### config.mk
export PLATFORM = sky130hd
export DESIGN_NAME = exe_stage
export DESIGN_NICKNAME = d
export VERILOG_FILES = /design/src/rtl/exe_pkg.sv /design/src/rtl/exe_mul_seq.sv /design/src/rtl/exe_stage.sv
export SDC_FILE = /design/constraint.sdc
export NUM_CORES = 1
export LEC_CHECK = 0
export ABC_AREA = 1
export BUFFER_PORTS_ARGS = -buffer_cell sky130_fd_sc_hd__buf_4
export CAP_MARGIN = 20
export CORE_ASPECT_RATIO = 2
export CORE_UTILIZATION = 53
export DETAILED_ROUTE_END_ITERATION = 6
export PLACE_DENSITY = 0.83
export SYNTH_ARGS = -nofsm -noshare
export SYNTH_HDL_FRONTEND = slang
export SYNTH_SLANG_ARGS = --single-unit
### constraint.sdc
create_clock -name vclk -period 6.05
set_clock_uncertainty 0.05 [all_clocks]
set_input_delay 1.815 -clock vclk [all_inputs]
set_output_delay 1.815 -clock vclk [all_outputs]
set_load 0.005 [all_outputs]
### src/rtl/exe_pkg.sv
// Shared constants and types for the MIPS execute stage.
package exe_pkg;

  localparam int MUL_CYCLES_DEF = 32;

  localparam logic [3:0] CMD_ADD = 4'b0000;
  localparam logic [3:0] CMD_SUB = 4'b0010;
  localparam logic [3:0] CMD_AND = 4'b0100;
  localparam logic [3:0] CMD_OR  = 4'b0101;
  localparam logic [3:0] CMD_NOR = 4'b0110;
  localparam logic [3:0] CMD_XOR = 4'b0111;
  localparam logic [3:0] CMD_SLL = 4'b1000;
  localparam logic [3:0] CMD_SRA = 4'b1001;
  localparam logic [3:0] CMD_SRL = 4'b1010;
  localparam logic [3:0] CMD_MUL = 4'b1100;

  localparam logic [1:0] BR_NONE = 2'b00;
  localparam logic [1:0] BR_BEZ  = 2'b01;
  localparam logic [1:0] BR_BNE  = 2'b10;
  localparam logic [1:0] BR_JMP  = 2'b11;

  typedef enum logic [1:0] {IDLE, BUSY, DONE} mul_state_e;

endpackage

### src/rtl/exe_mul_seq.sv
// Iterative shift-add multiplier: one multiplier bit per step, low 32 product bits.
import exe_pkg::*;

module exe_mul_seq #(
  parameter int MUL_CYCLES = MUL_CYCLES_DEF
) (
  input  logic        clk,
  input  logic        rst,
  input  logic        start_i,
  input  logic        step_i,
  input  logic [31:0] mcand_i,
  input  logic [31:0] mplier_i,
  output logic [31:0] acc_o,
  output logic        done_o
);

  localparam int CW = (MUL_CYCLES > 1) ? $clog2(MUL_CYCLES) : 1;

  logic [31:0]   mcand_q, mcand_d;
  logic [31:0]   mplier_q, mplier_d;
  logic [31:0]   acc_q, acc_d;
  logic [CW-1:0] cnt_q, cnt_d;

  always_comb begin
    mcand_d  = mcand_q;
    mplier_d = mplier_q;
    acc_d    = acc_q;
    cnt_d    = cnt_q;
    if (start_i) begin
      mcand_d  = mcand_i;
      mplier_d = mplier_i;
      acc_d    = '0;
      cnt_d    = '0;
    end else if (step_i) begin
      if (mplier_q[0]) acc_d = acc_q + mcand_q;
      mcand_d  = {mcand_q[30:0], 1'b0};
      mplier_d = {1'b0, mplier_q[31:1]};
      cnt_d    = cnt_q + 1'b1;
    end
  end

  always_ff @(posedge clk or negedge rst) begin
    if (!rst) begin
      mcand_q  <= '0;
      mplier_q <= '0;
      acc_q    <= '0;
      cnt_q    <= '0;
    end else begin
      mcand_q  <= mcand_d;
      mplier_q <= mplier_d;
      acc_q    <= acc_d;
      cnt_q    <= cnt_d;
    end
  end

  assign acc_o  = acc_q;
  // Final step is in flight this cycle; accumulator is complete after the edge.
  assign done_o = step_i && (cnt_q == CW'(MUL_CYCLES - 1));

endmodule

### src/rtl/exe_stage.sv
// MIPS execute stage: ALU, branch resolution, control gating, optional iterative MUL.
// Define EXE_MUL_EN to build the multiplier FSM; otherwise MUL yields 0 and stall is tied low.
import exe_pkg::*;

module exe_stage #(
  parameter int MUL_CYCLES = MUL_CYCLES_DEF
) (
  input  logic        clk,
  input  logic        rst,
  input  logic [3:0]  EXE_CMD,
  input  logic [31:0] Val1,
  input  logic [31:0] Val2,
  input  logic [31:0] Reg2,
  input  logic [31:0] PC_in,
  input  logic [1:0]  Br_type,
  input  logic        MEM_R_EN_in,
  input  logic        MEM_W_EN_in,
  input  logic        WB_EN_in,
  input  logic [4:0]  Dest_in,
  output logic [31:0] ALU_result,
  output logic [31:0] Br_addr,
  output logic        Br_taken,
  output logic        MEM_R_EN,
  output logic        MEM_W_EN,
  output logic        WB_EN,
  output logic [4:0]  Dest,
  output logic [31:0] ST_val,
  output logic        stall
);

  logic [4:0]  shamt;
  logic        br_cond;
  logic [31:0] mul_acc;

  assign shamt = Val2[4:0];

`ifdef EXE_MUL_EN
  mul_state_e state_q, state_d;
  logic       mul_start, mul_step, mul_done, busy;

  exe_mul_seq #(.MUL_CYCLES(MUL_CYCLES)) u_mul (
    .clk      (clk),
    .rst      (rst),
    .start_i  (mul_start),
    .step_i   (mul_step),
    .mcand_i  (Val1),
    .mplier_i (Val2),
    .acc_o    (mul_acc),
    .done_o   (mul_done)
  );

  always_ff @(posedge clk or negedge rst) begin
    if (!rst) state_q <= IDLE;
    else      state_q <= state_d;
  end

  always_comb begin
    state_d   = state_q;
    mul_start = 1'b0;
    mul_step  = 1'b0;
    busy      = 1'b0;
    case (state_q)
      IDLE: if (EXE_CMD == CMD_MUL) begin
        busy      = 1'b1;
        mul_start = 1'b1;
        state_d   = BUSY;
      end
      BUSY: begin
        busy     = 1'b1;
        mul_step = 1'b1;
        if (mul_done) state_d = DONE;
      end
      DONE:    state_d = IDLE;
      default: state_d = IDLE;
    endcase
  end

  // Gated by reset so a MUL still sitting in ID/EXE cannot hold stall during reset.
  assign stall = busy & rst;
`else
  logic unused_ok;
  assign unused_ok = &{1'b0, clk, rst};
  assign mul_acc   = '0;
  assign stall     = 1'b0;
`endif

  always_comb begin
    ALU_result = '0;
    case (EXE_CMD)
      CMD_ADD: ALU_result = Val1 + Val2;
      CMD_SUB: ALU_result = Val1 - Val2;
      CMD_AND: ALU_result = Val1 & Val2;
      CMD_OR:  ALU_result = Val1 | Val2;
      CMD_NOR: ALU_result = ~(Val1 | Val2);
      CMD_XOR: ALU_result = Val1 ^ Val2;
      CMD_SLL: ALU_result = Val1 << shamt;
      CMD_SRA: ALU_result = $unsigned($signed(Val1) >>> shamt);
      CMD_SRL: ALU_result = Val1 >> shamt;
`ifdef EXE_MUL_EN
      CMD_MUL: ALU_result = mul_acc;
`endif
      default: ALU_result = '0;
    endcase
  end

  always_comb begin
    br_cond = 1'b0;
    case (Br_type)
      BR_BEZ:  br_cond = (Val1 == 32'd0);
      BR_BNE:  br_cond = (Val1 != Reg2);
      BR_JMP:  br_cond = 1'b1;
      default: br_cond = 1'b0;
    endcase
  end

  assign Br_taken = br_cond & ~stall;
  assign Br_addr  = PC_in + {Val2[29:0], 2'b00};

  assign MEM_R_EN = MEM_R_EN_in & ~stall;
  assign MEM_W_EN = MEM_W_EN_in & ~stall;
  assign WB_EN    = WB_EN_in & ~stall;
  assign Dest     = Dest_in;
  assign ST_val   = Reg2;

  logic unused_acc;
  assign unused_acc = &{1'b0, mul_acc};

endmodule
==> flow_metrics.py, run 1 <==
metrics = {
    "global_routing": {
        "track_usage": 0.7667,
        "grt_max_degree": 69,
        "first_global_vias": 21040,
        "grt-ovfl-total": 364,
        "grt_pass1_wl_um": 134000,
    },
    "die": {
        "ios": 250,
        "std_cell_rows": 76,
        "initial_core_util": 0.5421,
        "dieHeight_um": 212.1,
        "fp.dieW_um": 107.1,
    },
    "synthesis": {
        "avgSynthCellArea_um2": 5.039,
        "yosysWarningCount": 0,
        "ys_types": 48,
        "synthCells": 2322,
        "synth_nets": 2594,
        "yosysSeqAreaShare": 0,
        "syn-cell-area_um2": 11700,
    },
    "place": {
        "gp_congestion": 1.262,
        "hpwl_um": 53890,
        "port_buffers": 227,
        "dp_cells": 2966,
    },
    "run_status": {
        "lastStage": "global routing",
        "tool.error": "[ERROR GRT-0116] Global routing finished with congestion. Check the congestion regions in the DRC Viewer.",
        "outcome": "stopped before the end",
    },
    "cts": {
        "hold_buffers": 0,
    },
}
[cells by family after synthesis]
logic type,count (synthesis),share of synthesized area
AO/OA/AOI/OAI,245,0.1191
XOR/XNOR,57,0.04266
adder cells (fa/ha/maj),128,0.1382
buffers and inverters,396,0.1508
other,1,0.0003205
AND/OR/NAND/NOR,1495,0.5490
[timing repair]
item                       CTS
resized for setup          368
cloned                       1
setup endpoints to repair   33
pin swaps                  127
setup buffers               41
[Yosys cell counts, types with 8 or more instances]
cell type  count  area share
clkbuf_1      15      0.0048
o21ai_0       81       0.035
buf_4         52       0.033
inv_1        270       0.087
nor2_1       190       0.061
nand3b_1      14      0.0090
nor3_1        29       0.012
a21oi_1       90       0.038
buf_2         31       0.013
nand4_1       52       0.028
nand2_1      799        0.26
xor2_1        51       0.038
nand3_1      377        0.16
or2_2          8      0.0043
ha_1         126        0.13
o21ai_1       12      0.0051
buf_1          8      0.0026
inv_2         11      0.0035
[through the flow]
step                      area (µm²)  setup WS, ps  setup TNS, ps
after CTS                      16790        -324.9          -4920
after detailed placement       15030        -635.8         -13820
after floorplan                11730         29.76              0
after global placement         15030        -581.9         -12310
[metal layers]
| metal | GRT overflow | global-route usage |
|---|---|---|
| met1 | 1 | 0.7185 |
| met4 | 127 | 0.8309 |
| met2 | 235 | 0.9833 |
| met3 | 0 | 0.5855 |
| met5 | 1 | 0.1705 |
==> inputs of run 2 (changes only) <==
--- a/config.mk
+++ b/config.mk
@@ -8,10 +8,9 @@
 export ABC_AREA = 1
 export BUFFER_PORTS_ARGS = -buffer_cell sky130_fd_sc_hd__buf_4
 export CAP_MARGIN = 20
-export CORE_ASPECT_RATIO = 2
-export CORE_UTILIZATION = 53
+export CORE_UTILIZATION = 40
 export DETAILED_ROUTE_END_ITERATION = 6
-export PLACE_DENSITY = 0.83
+export PLACE_DENSITY_LB_ADDON = 0.15
 export SYNTH_ARGS = -nofsm -noshare
 export SYNTH_HDL_FRONTEND = slang
 export SYNTH_SLANG_ARGS = --single-unit
==> constraint.sdc (replaced) <==
create_clock -name vclk -period 7.9
set_clock_uncertainty 0.05 [all_clocks]
set_input_delay 2.37 -clock vclk [all_inputs]
set_output_delay 2.37 -clock vclk [all_outputs]
set_load 0.005 [all_outputs]
==> run 2 against run 1 <==
- the flow now finishes, with violations (design-rule violations)
- synthesized cell count is the same
- synthesized area is the same
==> flow_metrics.py, run 2 <==
metrics = {
    "run_status": {
        "outcome": "complete, but fails checks",
        "violations": "design-rule violations",
    },
    "critical_path": {
        "crit_path_end_kind": "output pin",
        "path_class": "in -> out",
        "start_kind": "input port",
        "cp.arrival_ps": 5370,
        "cp_max_fo": 5,
        "cp_data_required_time_ps": 5480,
    },
    "synthesis": {
        "yosysSeqAreaShare": 0,
        "synth_top_area_share": 0.2563,
        "synthTopCellsByArea": "nand2_1 (26%), nand3_1 (16%), ha_1 (13%), inv_1 (8.7%), nor2_1 (6.1%)",
        "synth.most_common_cell": "nand2_1",
        "avgSynthCellArea_um2": 5.039,
        "yosysWarningCount": 0,
        "synthCells": 2322,
        "synth_largest_area_cell": "nand2_1",
        "synth_nets": 2594,
        "syn-cell-area_um2": 11700,
        "ys_types": 48,
        "yosys-top-cells-count": "nand2_1 (799), nand3_1 (377), inv_1 (270), nor2_1 (190), ha_1 (126)",
    },
    "finish": {
        "final_area_um2": 13630,
        "drive_gt1_frac": 0.1370,
        "final_cell_mix": "nand2_1 (798), nand3_1 (377), buf_4 (271), inv_1 (270), nor2_1 (178)",
        "design.seq.count": 0,
        "register_area_um2": 0,
        "clkbuf_count": 0,
        "fin_nets": 2756,
        "synthToLayoutAreaGrowth_pct": 16.47,
        "final_common_cell": "nand2_1",
        "antenna_cells": 0,
        "multi_input_area_um2": 10030,
        "final_cells": 2866,
        "num-fill-cells": 3313,
    },
    "die": {
        "std_cell_rows": 62,
        "dieHeight_um": 173.0,
        "dieArea_um2": 29940,
        "coreArea_um2": 28700,
        "ios": 250,
        "initial_core_util": 0.4077,
        "fp.dieW_um": 173.0,
    },
    "place": {
        "gp_congestion": 1.035,
        "dp_cells": 2865,
        "hpwl_um": 50710,
        "port_buffers": 227,
        "dpl_cell_area_um2": 13530,
    },
    "global_routing": {
        "grt_max_degree": 66,
        "grt_pass1_wl_um": 90160,
        "grt-ovfl-total": 0,
        "antenna_found_initial": 0,
        "first_global_vias": 14860,
        "track_usage": 0.3942,
    },
    "routing": {
        "dr.pass1.iters": 7,
        "first_iter_violations": 2036,
        "drt_wl_total_um": 61400,
        "wl_per_cell_um": 21.42,
        "drc": 1,
        "via_count": 16360,
        "ant_nets": 0,
        "via_per_inst": 5.710,
    },
    "power_and_ir_drop": {
        "power_density_nw_per_um2": 73.57,
        "leakage_uw": 0.007718,
        "ir_drop_mv": 0.05506,
    },
    "timing": {
        "finalCritPeriodShare": 0.9862,
        "setup-violations-final": 0,
        "period_minus_slack_ps": 7791,
        "fmax_ghz": 0.1284,
        "slew_headroom": 0.4418,
        "finalMaxSlewViolations": 0,
        "fin_tns_setup_ps": 0,
        "final_hold_viol_count": 0,
        "rsz0062_at_grt": "yes",
        "worst-slew-pin-transition_ps": 836.4,
    },
    "hold_path": {
        "min_path_type": "in -> out",
    },
    "cts": {
        "hold_buffers": 0,
    },
    "run": {
        "max_cap_violations": 0,
    },
}
-- run 2: cell counts after synthesis --
No cell type changed its count.
-- run 2: power by group --
part	internal [µW]	switching (µW)	total (µW)
sequential	0	0	0
combinational	358	645	1000
clock	0	0	0
-- run 2: stage by stage --
step	worst slack (ps)	hold slack, ps	util	power [µW]
after floorplan	595.6	4771	-	566.9
after global placement	137.2	4690	0.4712	963.7
after detailed placement	100.0	4690	0.4712	965.0
after CTS	96.47	4690	0.4712	970.4
after global routing	-92.80	4690	0.4748	1089
final	109.0	4690	0.4748	1003
-- run 2: logic make-up (layout without fill, tap and decap cells) --
| group | Yosys count | after routing | synth area share |
|---|---|---|---|
| and+or+nand+nor | 1495 | 1495 | 0.5490 |
| adders and majority gates | 128 | 128 | 0.1382 |
| AOI/OAI and AO/OA | 245 | 245 | 0.1191 |
| other | 1 | 1 | 0.0003205 |
| buffers and inverters | 396 | 556 | 0.1508 |
| xor gates and xnor gates | 57 | 57 | 0.04266 |
-- run 2: worst paths after layout --
path | start | endpoint | slack, ps | cells after the start
setup / recovery | Val2[0] | ALU_result[15] | 110 | 23
hold / removal | PC_in[0] | Br_addr[0] | 4690 | 0
-- run 2: area by class of cell --
class | count | area share
inverter | 285 | 0.07914
multi-input combinational | 1926 | 0.7363
timing repair buffer | 271 | 0.1493
tap | 384 | 0.03526
-- run 2: layer usage --
layer  GRT usage  routed length, µm  vias to the layer above
met1      0.5391              26270                     7398
li1            -                  -                     7875
met4      0.1847               3443                        0
met2      0.6126              25730                      947
met5           0                  0                        -
met3     0.04837               5968                      144
-- run 2: worst max-delay path, stage by stage --
cell and delay [ps]:
buf_4 140, inv_4 50, ha_1 180, nand2_2 130
inv_1 90, nand2_1 80, inv_2 70, nand2_1 130
o21ai_2 210, xor2_1 330, ha_1 350, nand2_1 110
inv_1 50, nand2_1 100, inv_1 80, nand2_1 80
inv_1 40, nand2_1 60, nand2_1 110, or2_2 290
nand3_1 100, nand3b_1 80, buf_4 140
-- run 2: repair_timing --
action / CTS / global route
setup endpoints to repair: 0 / 19
setup buffers: 0 / 1
gates resized for setup: 0 / 27
Power figures use the tool's default switching activity.
==> inputs of run 3 (changes only) <==
--- a/config.mk
+++ b/config.mk
@@ -7,8 +7,7 @@
 export LEC_CHECK = 0
 export ABC_AREA = 1
 export BUFFER_PORTS_ARGS = -buffer_cell sky130_fd_sc_hd__buf_4
-export CAP_MARGIN = 20
-export CORE_UTILIZATION = 40
+export CORE_UTILIZATION = 30
 export DETAILED_ROUTE_END_ITERATION = 6
 export PLACE_DENSITY_LB_ADDON = 0.15
 export SYNTH_ARGS = -nofsm -noshare
==> run 3 against run 2 <==
- routed wire length is 2.1% higher
- the run still ends with design-rule violations left
- total power is 0.23% lower
- hold slack unchanged
==> flow_metrics.py, run 3 (synthesis gave the netlist of run 2 again) <==
metrics = {
    "die": {
        "initial_core_util": 0.3078,
        "fp.dieW_um": 199.5,
        "std_cell_rows": 71,
        "ios": 250,
        "dieHeight_um": 199.5,
        "dieArea_um2": 39800,
        "coreArea_um2": 38020,
    },
    "global_routing": {
        "met1_usage": 0.4067,
        "first_global_vias": 15390,
        "busiest_layer": "met2",
        "grt-ovfl-total": 0,
        "grt_pass1_wl_um": 92520,
        "met3_usage": 0.04489,
        "track_usage": 0.3113,
        "antenna_found_initial": 0,
        "use_met2": 0.4911,
        "grt_max_degree": 69,
    },
    "critical_path": {
        "cp_max_fo": 5,
        "path_buf_inv": 7,
        "timing.critical_path.mode_cell": "nand2_1",
        "critPathSlowestCell": "ha_2",
        "crit_path_end_kind": "output pin",
        "cp_top_family": "simple AND/OR/NAND/NOR gates",
        "crit_chain": "buf_4, inv_4, ha_1, nand2_1, inv_1, nand2_1, inv_2, nand2_2, nand2_2, nand2_1, xor2_1, buf_4, ha_2, nand2_1, nor2_4, inv_1, nor3_1, nand2_1, nand3_1, nand2_1, nand3_1, nand3_2, buf_4",
        "cp_data_required_time_ps": 5480,
        "path_class": "in -> out",
        "cp.arrival_ps": 5350,
        "start_kind": "input port",
        "max_stage_delay_ps": 380,
    },
    "timing": {
        "finalCritPeriodShare": 0.9835,
        "rsz0062_at_grt": "yes",
        "slew_headroom": 0.1017,
        "setup-violations-final": 0,
        "fin_ws_ps": 130.2,
        "finalMaxSlewViolations": 0,
        "final_hold_viol_count": 0,
        "worst-slew-pin-transition_ps": 1348,
        "fmax_ghz": 0.1287,
        "period_minus_slack_ps": 7770,
    },
    "routing": {
        "first_iter_violations": 1529,
        "drt_wl_total_um": 62670,
        "wl_per_cell_um": 20.97,
        "via_count": 16240,
        "ant_nets": 0,
        "via_per_inst": 5.433,
        "dr.pass1.iters": 7,
        "drc": 6,
    },
    "place": {
        "hpwl_um": 52290,
        "port_buffers": 227,
        "dpl_cell_area_um2": 13650,
        "dp_slack_ps": -35.03,
        "dp_cells": 2988,
        "gp_congestion": 1.050,
    },
    "finish": {
        "final_common_cell": "nand2_1",
        "synthToLayoutAreaGrowth_pct": 17.94,
        "register_area_um2": 0,
        "final_cell_mix": "nand2_1 (796), nand3_1 (375), inv_1 (270), buf_4 (266), nor2_1 (178)",
        "clkbuf_count": 0,
        "antenna_cells": 0,
        "design.seq.count": 0,
        "num-fill-cells": 4497,
        "final_area_um2": 13800,
        "drive_gt1_frac": 0.1385,
        "final_cells": 2988,
        "fin_nets": 2751,
    },
    "power_and_ir_drop": {
        "leakage_uw": 0.007721,
        "power_density_nw_per_um2": 72.48,
        "switching_share": 0.6467,
        "p_seq_frac": 0,
        "power_switching_uw": 646.9,
        "ir_drop_mv": 0.03801,
        "internal_power_uw": 353.3,
        "clkPwrFrac": 0,
        "pwr-share-comb": 1.000,
        "p_total_uw": 1000,
    },
    "run": {
        "max_cap_violations": 0,
    },
    "cts": {
        "hold_buffers": 0,
        "postCtsSetupRepairBufs": 0,
    },
    "run_status": {
        "violations": "design-rule violations",
        "outcome": "complete, but fails checks",
    },
    "hold_path": {
        "min_path_type": "in -> out",
    },
}
run 3: cell types whose count changed in the layout (fill, tap and decap cells not counted), moves of 2 or more:
cell | previous run | this run
nand3_2 | 0 | 2
nor3_2 | 2 | 4
o21ai_0 | 80 | 78
buf_4 | 271 | 266
o21ai_1 | 13 | 15
nand2_1 | 798 | 796
nor3_1 | 27 | 25
nand2_2 | 8 | 10
nand3_1 | 377 | 375
a21oi_1 | 88 | 86
run 3: final timing paths:
check | start | endpoint | slack (ps) | depth (start not counted)
max | Val2[0] | ALU_result[24] | 130 | 23
min | PC_in[0] | Br_addr[0] | 4690 | 0
run 3: final cells by class:
class | count | area, µm² | area share
Multi-Input combinational cell | 1926 | 10090 | 0.7310
Timing Repair Buffer | 266 | 1997 | 0.1447
Inverter | 285 | 1076 | 0.07797
Tap cell | 511 | 639.4 | 0.04633
run 3: power groups by stage:
stage	Combinational [µW]	Sequential, µW	Clock (µW)
after floorplan	567	0	0
after global placement	967	0	0
after detailed placement	968	0	0
after CTS	973	0	0
after global routing	1100	0	0
final	1000	0	0
run 3: timing repair:
| action | in CTS | in global routing |
|---|---|---|
| pin swaps | 0 | 3 |
| gates resized for setup | 1 | 38 |
| endpoints found under the setup margin | 1 | 23 |
run 3: metrics by stage:
step | util | hold slack [ps] | setup TNS [ps]
after floorplan | - | 4771 | 0
after global placement | 0.3591 | 4690 | -53.41
after detailed placement | 0.3591 | 4690 | -35.03
after CTS | 0.3592 | 4690 | 0
after global routing | 0.3630 | 4690 | -178.3
final | 0.3630 | 4690 | 0
run 3: per-layer routing:
| metal | vias up | part of all wire |
|---|---|---|
| met5 | - | 0 |
| met4 | 0 | 0.064 |
| met3 | 154 | 0.093 |
| met2 | 829 | 0.43 |
| met1 | 7401 | 0.42 |
| li1 | 7851 | - |
